<file path="src/rtl/acc_store_pkg.sv">
// -----------------------------------------------------------------------------
// acc_store_pkg
// Shared definitions for the accumulator store unit: default widths, timeout
// default and the FSM state encoding.
// Optional feature macro used by this slice: STORE_VERIFY_EN (read-back verify).
// -----------------------------------------------------------------------------
package acc_store_pkg;

    localparam int DEF_DATA_W  = 8;
    localparam int DEF_ADDR_W  = 5;
    localparam int DEF_TIMEOUT = 15;

    // State encoding
    localparam logic [2:0] ENC_IDLE   = 3'd0;
    localparam logic [2:0] ENC_WRITE  = 3'd1;
    localparam logic [2:0] ENC_VERIFY = 3'd2;
    localparam logic [2:0] ENC_DONE   = 3'd3;
    localparam logic [2:0] ENC_ERR    = 3'd4;

    typedef enum logic [2:0] {
        ST_IDLE   = ENC_IDLE,
        ST_WRITE  = ENC_WRITE,
        ST_VERIFY = ENC_VERIFY,
        ST_DONE   = ENC_DONE,
        ST_ERR    = ENC_ERR
    } state_t;

endpackage

</file>
<file path="src/rtl/acc_store_unit_timeout_ctr.sv">
// -----------------------------------------------------------------------------
// store_timeout_ctr
// Bounded-wait counter for the store unit. Counts edges spent waiting for a
// memory acknowledge.
// Ports:
//   i_clock   system clock, rising edge
//   i_reset   asynchronous active-high reset
//   i_clear   return the count to zero (has priority over i_enable)
//   i_enable  count this edge (a request is pending with no acknowledge)
//   o_expired high when this edge brings the count to TIMEOUT
// -----------------------------------------------------------------------------
module store_timeout_ctr #(
    parameter int TIMEOUT = 15
) (
    input  logic i_clock,
    input  logic i_reset,
    input  logic i_clear,
    input  logic i_enable,
    output logic o_expired
);

    localparam int CW = $clog2(TIMEOUT + 1);

    logic [CW-1:0] r_count;

    // Expiry is flagged on the edge that would take the count to TIMEOUT, so the
    // request stays high for exactly TIMEOUT cycles before the FSM aborts.
    assign o_expired = i_enable && (r_count == CW'(TIMEOUT - 1));

    // Wait counter: clear has priority, otherwise count while enabled
    always_ff @(posedge i_clock or posedge i_reset) begin
        if (i_reset) begin
            r_count <= '0;
        end else if (i_clear) begin
            r_count <= '0;
        end else if (i_enable) begin
            r_count <= r_count + CW'(1);
        end else begin
            r_count <= r_count;
        end
    end

endmodule

</file>
<file path="src/rtl/acc_store_unit.sv">
// -----------------------------------------------------------------------------
// acc_store_unit
// Read side of the accumulator: on st_start it snapshots the accumulator value
// and the target address, then writes them to data memory over a req/ack
// handshake, aborting with an error pulse if memory never acknowledges.
// Optional macro STORE_VERIFY_EN adds a read-back VERIFY state after the write.
// Ports:
//   i_clock       system clock, rising edge
//   i_reset       asynchronous active-high reset
//   i_st_start    start a store (sampled only in IDLE)
//   i_acc_data    accumulator value
//   i_st_addr     store target address
//   i_mem_ack     memory acknowledge (pulse or level)
//   i_mem_rdata   memory read data (used only with STORE_VERIFY_EN)
//   o_mem_req     memory request
//   o_mem_we      1 = write, 0 = read
//   o_mem_addr    captured address
//   o_mem_wdata   captured data
//   o_st_busy     high in every state except IDLE
//   o_st_done     one-cycle pulse on success
//   o_st_err      one-cycle pulse on timeout or verify mismatch
// -----------------------------------------------------------------------------
module acc_store_unit
    import acc_store_pkg::*;
#(
    parameter int DATA_W  = DEF_DATA_W,
    parameter int ADDR_W  = DEF_ADDR_W,
    parameter int TIMEOUT = DEF_TIMEOUT
) (
    input  logic              i_clock,
    input  logic              i_reset,
    input  logic              i_st_start,
    input  logic [DATA_W-1:0] i_acc_data,
    input  logic [ADDR_W-1:0] i_st_addr,
    input  logic              i_mem_ack,
    input  logic [DATA_W-1:0] i_mem_rdata,
    output logic              o_mem_req,
    output logic              o_mem_we,
    output logic [ADDR_W-1:0] o_mem_addr,
    output logic [DATA_W-1:0] o_mem_wdata,
    output logic              o_st_busy,
    output logic              o_st_done,
    output logic              o_st_err
);

    state_t            r_state;
    logic              r_mem_req;
    logic              r_mem_we;
    logic [ADDR_W-1:0] r_mem_addr;
    logic [DATA_W-1:0] r_mem_wdata;
    logic              r_st_busy;
    logic              r_st_done;
    logic              r_st_err;

    logic w_waiting;
    logic w_ctr_clear;
    logic w_ctr_enable;
    logic w_expired;

    // A wait phase is any state holding mem_req high. An ack ends the phase
    // (and restarts the count for a following VERIFY), so it also clears.
    assign w_waiting    = (r_state == ST_WRITE) || (r_state == ST_VERIFY);
    assign w_ctr_clear  = !w_waiting || i_mem_ack;
    assign w_ctr_enable = w_waiting && !i_mem_ack;

    store_timeout_ctr #(
        .TIMEOUT (TIMEOUT)
    ) u_timeout_ctr (
        .i_clock   (i_clock),
        .i_reset   (i_reset),
        .i_clear   (w_ctr_clear),
        .i_enable  (w_ctr_enable),
        .o_expired (w_expired)
    );

`ifndef STORE_VERIFY_EN
    // Read data only matters for the verify pass.
    logic w_unused_rdata;
    assign w_unused_rdata = ^i_mem_rdata;
`endif

    // Store FSM with registered handshake and status outputs
    always_ff @(posedge i_clock or posedge i_reset) begin
        if (i_reset) begin
            r_state     <= ST_IDLE;
            r_mem_req   <= 1'b0;
            r_mem_we    <= 1'b0;
            r_mem_addr  <= '0;
            r_mem_wdata <= '0;
            r_st_busy   <= 1'b0;
            r_st_done   <= 1'b0;
            r_st_err    <= 1'b0;
        end else begin
            case (r_state)
                ST_IDLE: begin
                    r_st_done <= 1'b0;
                    r_st_err  <= 1'b0;
                    if (i_st_start) begin
                        // Snapshot now; later accumulator changes must not leak in.
                        r_mem_wdata <= i_acc_data;
                        r_mem_addr  <= i_st_addr;
                        r_mem_req   <= 1'b1;
                        r_mem_we    <= 1'b1;
                        r_st_busy   <= 1'b1;
                        r_state     <= ST_WRITE;
                    end else begin
                        r_state <= ST_IDLE;
                    end
                end

                ST_WRITE: begin
                    // An ack on the expiry edge still counts as success.
                    if (i_mem_ack) begin
`ifdef STORE_VERIFY_EN
                        r_mem_we <= 1'b0;
                        r_state  <= ST_VERIFY;
`else
                        r_mem_req <= 1'b0;
                        r_mem_we  <= 1'b0;
                        r_st_done <= 1'b1;
                        r_state   <= ST_DONE;
`endif
                    end else if (w_expired) begin
                        r_mem_req <= 1'b0;
                        r_mem_we  <= 1'b0;
                        r_st_err  <= 1'b1;
                        r_state   <= ST_ERR;
                    end else begin
                        r_state <= ST_WRITE;
                    end
                end

`ifdef STORE_VERIFY_EN
                ST_VERIFY: begin
                    if (i_mem_ack) begin
                        r_mem_req <= 1'b0;
                        if (i_mem_rdata == r_mem_wdata) begin
                            r_st_done <= 1'b1;
                            r_state   <= ST_DONE;
                        end else begin
                            r_st_err <= 1'b1;
                            r_state  <= ST_ERR;
                        end
                    end else if (w_expired) begin
                        r_mem_req <= 1'b0;
                        r_st_err  <= 1'b1;
                        r_state   <= ST_ERR;
                    end else begin
                        r_state <= ST_VERIFY;
                    end
                end
`endif

                ST_DONE: begin
                    r_st_done <= 1'b0;
                    r_st_busy <= 1'b0;
                    r_state   <= ST_IDLE;
                end

                ST_ERR: begin
                    r_st_err  <= 1'b0;
                    r_st_busy <= 1'b0;
                    r_state   <= ST_IDLE;
                end

                default: begin
                    r_mem_req <= 1'b0;
                    r_mem_we  <= 1'b0;
                    r_st_busy <= 1'b0;
                    r_st_done <= 1'b0;
                    r_st_err  <= 1'b0;
                    r_state   <= ST_IDLE;
                end
            endcase
        end
    end

    assign o_mem_req   = r_mem_req;
    assign o_mem_we    = r_mem_we;
    assign o_mem_addr  = r_mem_addr;
    assign o_mem_wdata = r_mem_wdata;
    assign o_st_busy   = r_st_busy;
    assign o_st_done   = r_st_done;
    assign o_st_err    = r_st_err;

endmodule

</file>
<file path="config.mk">
export PLATFORM = sky130hd
export DESIGN_NAME = acc_store_unit
export DESIGN_NICKNAME = d
export VERILOG_FILES = /design/src/rtl/acc_store_pkg.sv /design/src/rtl/acc_store_unit_timeout_ctr.sv /design/src/rtl/acc_store_unit.sv
export SDC_FILE = /design/constraint.sdc
export NUM_CORES = 1
export LEC_CHECK = 0
export CORE_AREA = 4 4 60 51
export DETAILED_ROUTE_END_ITERATION = 8
export DIE_AREA = 0 0 64 55
export HOLD_SLACK_MARGIN = 0.1
export PLACE_DENSITY = 0.79
export SLEW_MARGIN = 20
export SYNTH_ARGS = -nofsm -noshare
export SYNTH_HDL_FRONTEND = slang
export SYNTH_SLANG_ARGS = --single-unit
</file>
<file path="constraint.sdc">
create_clock -name i_clock -period 3.7 [get_ports i_clock]
set_input_delay 1.11 -clock i_clock [delete_from_list [all_inputs] [get_ports i_clock]]
set_output_delay 1.11 -clock i_clock [all_outputs]
set_load 0.02 [all_outputs]
</file>
# == Word-level counts from Yosys, hierarchy flattened ==
# Cells that the tools add are included.
# classes
n_eq_ne,10
bitwise_logic,4
n_reduce_logical,14
muxes,16
addsub,1
# op_table
cell,n
4-bit two-way mux,2
1-bit two-way mux,7
3-bit by 2-bit equality test with 1-bit output (second input constant),2
3-bit two-way mux,2
2-bit inequality test (second input constant),3
1-bit one-hot mux with 2 select lines,3
3-bit one-hot mux with 2 select lines,1
2-bit AND reduction,3
3-bit AND reduction,2
4-bit by 1-bit adder with 4-bit output (second input constant),1
4-bit equality test (second input constant),1
1-bit NOT,4
3-bit by 1-bit equality test with 1-bit output (second input constant),1
3-bit equality test (second input constant),1
3-bit zero test,1
3-bit by 2-bit inequality test with 1-bit output (second input constant),1
1-bit one-hot mux with 3 select lines,1
1-bit logical AND,2
1-bit zero test,2
1-bit logical OR,2
2-bit by 1-bit inequality test with 1-bit output (second input constant),1
2-bit nonzero test,1
2-bit OR reduction,1
# word_totals
elab_cells,53
regBits,24
out_inout_bits,18

# == Longest topological paths before layout ==
# depth
word_depth,7
ltp_mapped,5
ltp_nobuf,5

# == By module ==
# A second synthesis with hierarchy kept.
# hier_totals
hier_cells,84
area_unflattened_um2,1124.8
# modules_own_cells
module,seq_area_each_um2,n_inst,area_each_um2,cells_per_inst
acc_store_unit,500.5,1,898.4,63
store_timeout_ctr,100.1,1,226.5,21

# == Worst setup path before layout ==
# OpenSTA, ideal clock, no wires.
# synth_timing
path_type,input-to-reg
startpoint,input port i_st_start
endpoint,register r_mem_addr[0] (netlist: o_mem_addr[0])
t_required_ns,3.575
path_stages,3
n_path_buf,1
arrival_ns,1.975
setup_slack_ns,1.599
setup_time_ns,0.125
cell_sequence,nor4b_4 buf_6 mux2_4
# synth_via
elab_chain_len,1
# synth_lines
item,line_no,source
from (decl),acc_store_unit.sv:32,"input logic i_st_start,"
2-bit AND reduction (no line),n/a,
to (signal assigned),acc_store_unit.sv:101,r_mem_addr <= i_st_addr;
to (decl),acc_store_unit.sv:49,logic [ADDR_W-1:0] r_mem_addr;
# Every way passes these cells.
# A chain may end at the register's enable or synchronous reset.

# == Final worst setup path ==
# layout_timing
startpoint,input port i_st_start
endpoint,register r_mem_addr[1] (netlist: o_mem_addr[1])
# Same word-level chain as after synthesis.

==> out/results.txt <==
The tightest min-delay check is of the flop to flop type. The iteration-0 DRC count of the detailed router was 7; the mux share of post-synthesis cell area was 0.168. The longest clock path from root to sink contains 2 buffers. Data on the critical path is required at its endpoint by 3900 ps. Counting instances in the post-synthesis netlist gives the leading cell types as 24 x sky130_fd_sc_hd__dfrtp_1, 7 x sky130_fd_sc_hd__mux2_4, 7 x sky130_fd_sc_hd__nor2_1.

Timing would allow up to 406 MHz. The clock latency on the worst-skew pair was 300 ps; the vertical die dimension was 55 um. The static leakage came out at 0.623 nW.

Number of standard cells after synthesis: 74. The Yosys warning count is 0. TritonCTS built the clock tree.

Dividing the synthesized area by the synthesized cell count gives 13.9 sq um. For this design, the sink count on the clock tree is 24. Ranked by total cell area, the synthesized netlist is headed by sky130_fd_sc_hd__dfrtp_1 58%, sky130_fd_sc_hd__mux2_4 10%, sky130_fd_sc_hd__mux2_2 6.6%.

Cell internal power was estimated by the tool at 0.000723 W. The logs give 382 sq um for the combined area of the multi-input logic cells and 0.701 for the final weighted congestion of routability-driven global placement. Register area share after synthesis: 0.584.

The async set or reset register ratio after synthesis is 1.00, and the number of core rows is 16. The share of the synthesized area in compound gates (AO/OA/AOI/OAI) is 0.0499, and the worst relative slew slack is 0.414. The worst IR drop on VDD is 0.344 mV, and the switching power summed over all nets is 0.000393 W.

Number of instances resized during post-cts repair: 0. The measured slew at the worst slew-check pin was 878 ps; the area of the mapped netlist was 0.00103 sq mm. Adder and majority cell fraction of the synthesized area: 0.0243. The flow ran to the end, and the final reports show no timing, DRC or antenna violations. Summing internal, switching and leakage power gives 0.00112 W. The floorplan step defined a core boundary enclosing 0.00242 sq mm.

The area share of the largest cell type after synthesis was 0.584. Setup repair after global routing left no endpoint under its margin. The number of distinct library cell variants in the gate-level netlist after synthesis was 24.

Buffers placed on the I/O ports in this run total 34. When the netlist entered floorplanning its net count stood at 101. The max-slew violation total from the final report was 0. Summed over all layers, the global routing overflow is 0. The logs give 1 for the number of H-tree levels and 0 for the total setup violations reported at the end of the flow.

The portion of the clock cycle consumed by the worst path in the final layout came out at 0.665. The starting density of the core was 0.425. The worst hold path depth is 1, and the synthesized-area fraction occupied by and/or/nand/nor cells is 0.103.

The parity-gate share of the synthesized area counting xor and xnor cells is 0.0255. Measured along the x axis, the die boundary spans 64 um. During I/O placement, the number of pins put on the boundary was 43.

The run gives 0 as the number of antenna violations at the first check in global routing. Summed over all layers, the routed wires come to 1.94 mm. The run gives 705 as the via count of the first global-routing pass.

The worst setup path is captured at a flop. After detailed routing, the number of remaining DRC violations is 0. The wire length per cell after detailed routing is 13.5 um, and the placed wire-length estimate is 1.50 mm.

Total die area: 0.00352 sq mm. After filler insertion, the fill cell instance count of the layout stands at 219. Combinational share of power: 0.502. The highest fanout seen on the critical path is 9.

The first global-routing pass estimated 3.19 mm of wire. Using the TritonRoute via totals, the vias-per-cell ratio works out to 4.72. In the final layout, flip-flops and latches occupy 601 sq um. Across the routed clock network, the largest skew measured is 3.07 ps. Across the run, the number of max-cap violations was 0. The clock period minus worst slack is 2460 ps.

The total negative setup slack was 0 ps. Prevailing post-synth register cell: sky130_fd_sc_hd__dfrtp_1. The run gives 2 as the number of detailed-route iterations in the first pass. The fraction of final layout cells with drive strength greater than 1 came out at 0.167. The tools report the maximum number of pins on one net before global-route repair as 25. The library cell occupying the most area in the post-synthesis netlist is sky130_fd_sc_hd__dfrtp_1. sky130_fd_sc_hd__dfrtp_1 is the most common cell in the netlist. The layout overhead on the synthesized area works out to 37.0%. The arrival time at the worst endpoint was 2660 ps; the switching part of the total power was 0.352.

The largest family of logic cells by synthesized area is multiplexers. For this design, the CTS-stage hold fixing added 0 buffers. The net count of the finished layout was 137; the clock transition time at the flip-flop clock pins of the worst setup and hold paths was 120 ps. The number of enable flip-flop cells after synthesis works out to 0. Once detail routing completed, the nets flagged for antenna violations numbered 0. Buffers inserted during clock tree synthesis total 3.

The logs give 0.401 for the part of the power in registers and 0.120 for the global-route total usage across every layer. The run gives 0 as the count of endpoints failing hold in the final timing report. The power density over the cells is 792 mW/mm^2. The total number of vias was 679. In this run the clock root is driven by a sky130_fd_sc_hd__clkbuf_4. The number of cells on the worst reg-to-reg path is 3. The total of flip-flops plus latches after synthesis works out to 24.

The number of buffers inserted by post-CTS setup repair came out at 0. Kind of critical path: primary input to flop. STA classifies the critical path startpoint as a primary input.

The logs give 0.097 for the clock share of power and 0 for the count of antenna diodes in the layout.
## final timing paths
check | slack [ps] | from | endpoint
max | 1240 | i_st_start | o_mem_addr[1]
min in group asynchronous | 1270 | i_reset | o_mem_wdata[6]
min | 490 | o_st_busy | o_st_busy
max reg2reg | 1910 | r_state[2] | o_mem_addr[1]
max in group asynchronous | 1890 | i_reset | o_mem_addr[4]
min reg2reg | 490 | o_st_busy | o_st_busy
## layout make-up
class,instances,share of cell area
Inverter,3,0.00799
Sequential cell,24,0.426
Multi-Input combinational cell,43,0.271
Timing Repair Buffer,35,0.247
Clock buffer,3,0.0160
Tap cell,36,0.0320
## sequential cells by signal, summed over array words and instances, names as in the netlist
register / cells
o_mem_addr: 5
r_state: 3
o_mem_we: 1
u_timeout_ctr.r_count: 4
o_st_done: 1
o_st_err: 1
o_mem_wdata: 8
o_st_busy: 1
## critical path, cell delays in order
cell                              delay (ps)
sky130_fd_sc_hd__clkdlybuf4s50_1         460
sky130_fd_sc_hd__nor4b_4                 460
sky130_fd_sc_hd__buf_4                   310
sky130_fd_sc_hd__mux2_4                  310
## cells in the final DEF (no fill, tap or decap)
cell / count
sky130_fd_sc_hd__xnor2_1: 2
sky130_fd_sc_hd__nor3_1: 1
sky130_fd_sc_hd__mux2_4: 7
sky130_fd_sc_hd__o21bai_1: 1
sky130_fd_sc_hd__or3b_1: 1
sky130_fd_sc_hd__a41oi_1: 1
sky130_fd_sc_hd__buf_4: 1
sky130_fd_sc_hd__a21o_1: 2
sky130_fd_sc_hd__a21oi_1: 2
sky130_fd_sc_hd__nor2b_1: 2
sky130_fd_sc_hd__ha_1: 2
sky130_fd_sc_hd__or3_1: 1
sky130_fd_sc_hd__dfrtp_1: 24
sky130_fd_sc_hd__mux2_2: 6
sky130_fd_sc_hd__and3_1: 1
sky130_fd_sc_hd__o21ai_0: 2
sky130_fd_sc_hd__inv_1: 3
sky130_fd_sc_hd__clkbuf_4: 3
sky130_fd_sc_hd__nor2_1: 7
sky130_fd_sc_hd__nand3b_1: 1
sky130_fd_sc_hd__xor2_1: 1
sky130_fd_sc_hd__nor4b_4: 1
sky130_fd_sc_hd__clkdlybuf4s50_1: 34
sky130_fd_sc_hd__nand3_1: 2
## power by group through the flow
| stage | Clock [W] | Sequential, W | Combinational, W |
|---|---|---|---|
| floorplan | 0 | 0.000540 | 0.000253 |
| CTS | 0.000115 | 0.000451 | 0.000572 |
| global route | 0.000127 | 0.000466 | 0.000601 |
| global placement | 0 | 0.000448 | 0.000558 |
| detailed placement | 0 | 0.000455 | 0.000568 |
| finish | 0.000108 | 0.000447 | 0.000561 |
## metrics by stage
step	instances	setup slack (ps)	util	area, sq um	hold slack [ps]
2_1_floorplan	74	1600	-	1030	452
3_3_place_gp	141	912	0.572	1390	466
3_5_place_dp	141	859	0.572	1390	467
4_1_cts	144	1210	0.582	1410	496
5_1_grt	144	1180	0.582	1410	525
6_report	144	1240	0.582	1410	489
## logic make-up after synthesis
group,count (synthesis)
flops,24
simple gates,17
xor+xnor,3
compound gates,8
mux,13
fa+ha+maj,2
buf+inv,7
## per-layer routing
metal,global-route usage,share of wire,vias up
li1,-,-,319
met1,0.137,0.41,337
met2,0.218,0.52,19
met3,0.0364,0.052,4
met4,0.0430,0.019,0
met5,0,0,-
(Power assumes the default switching activity.)
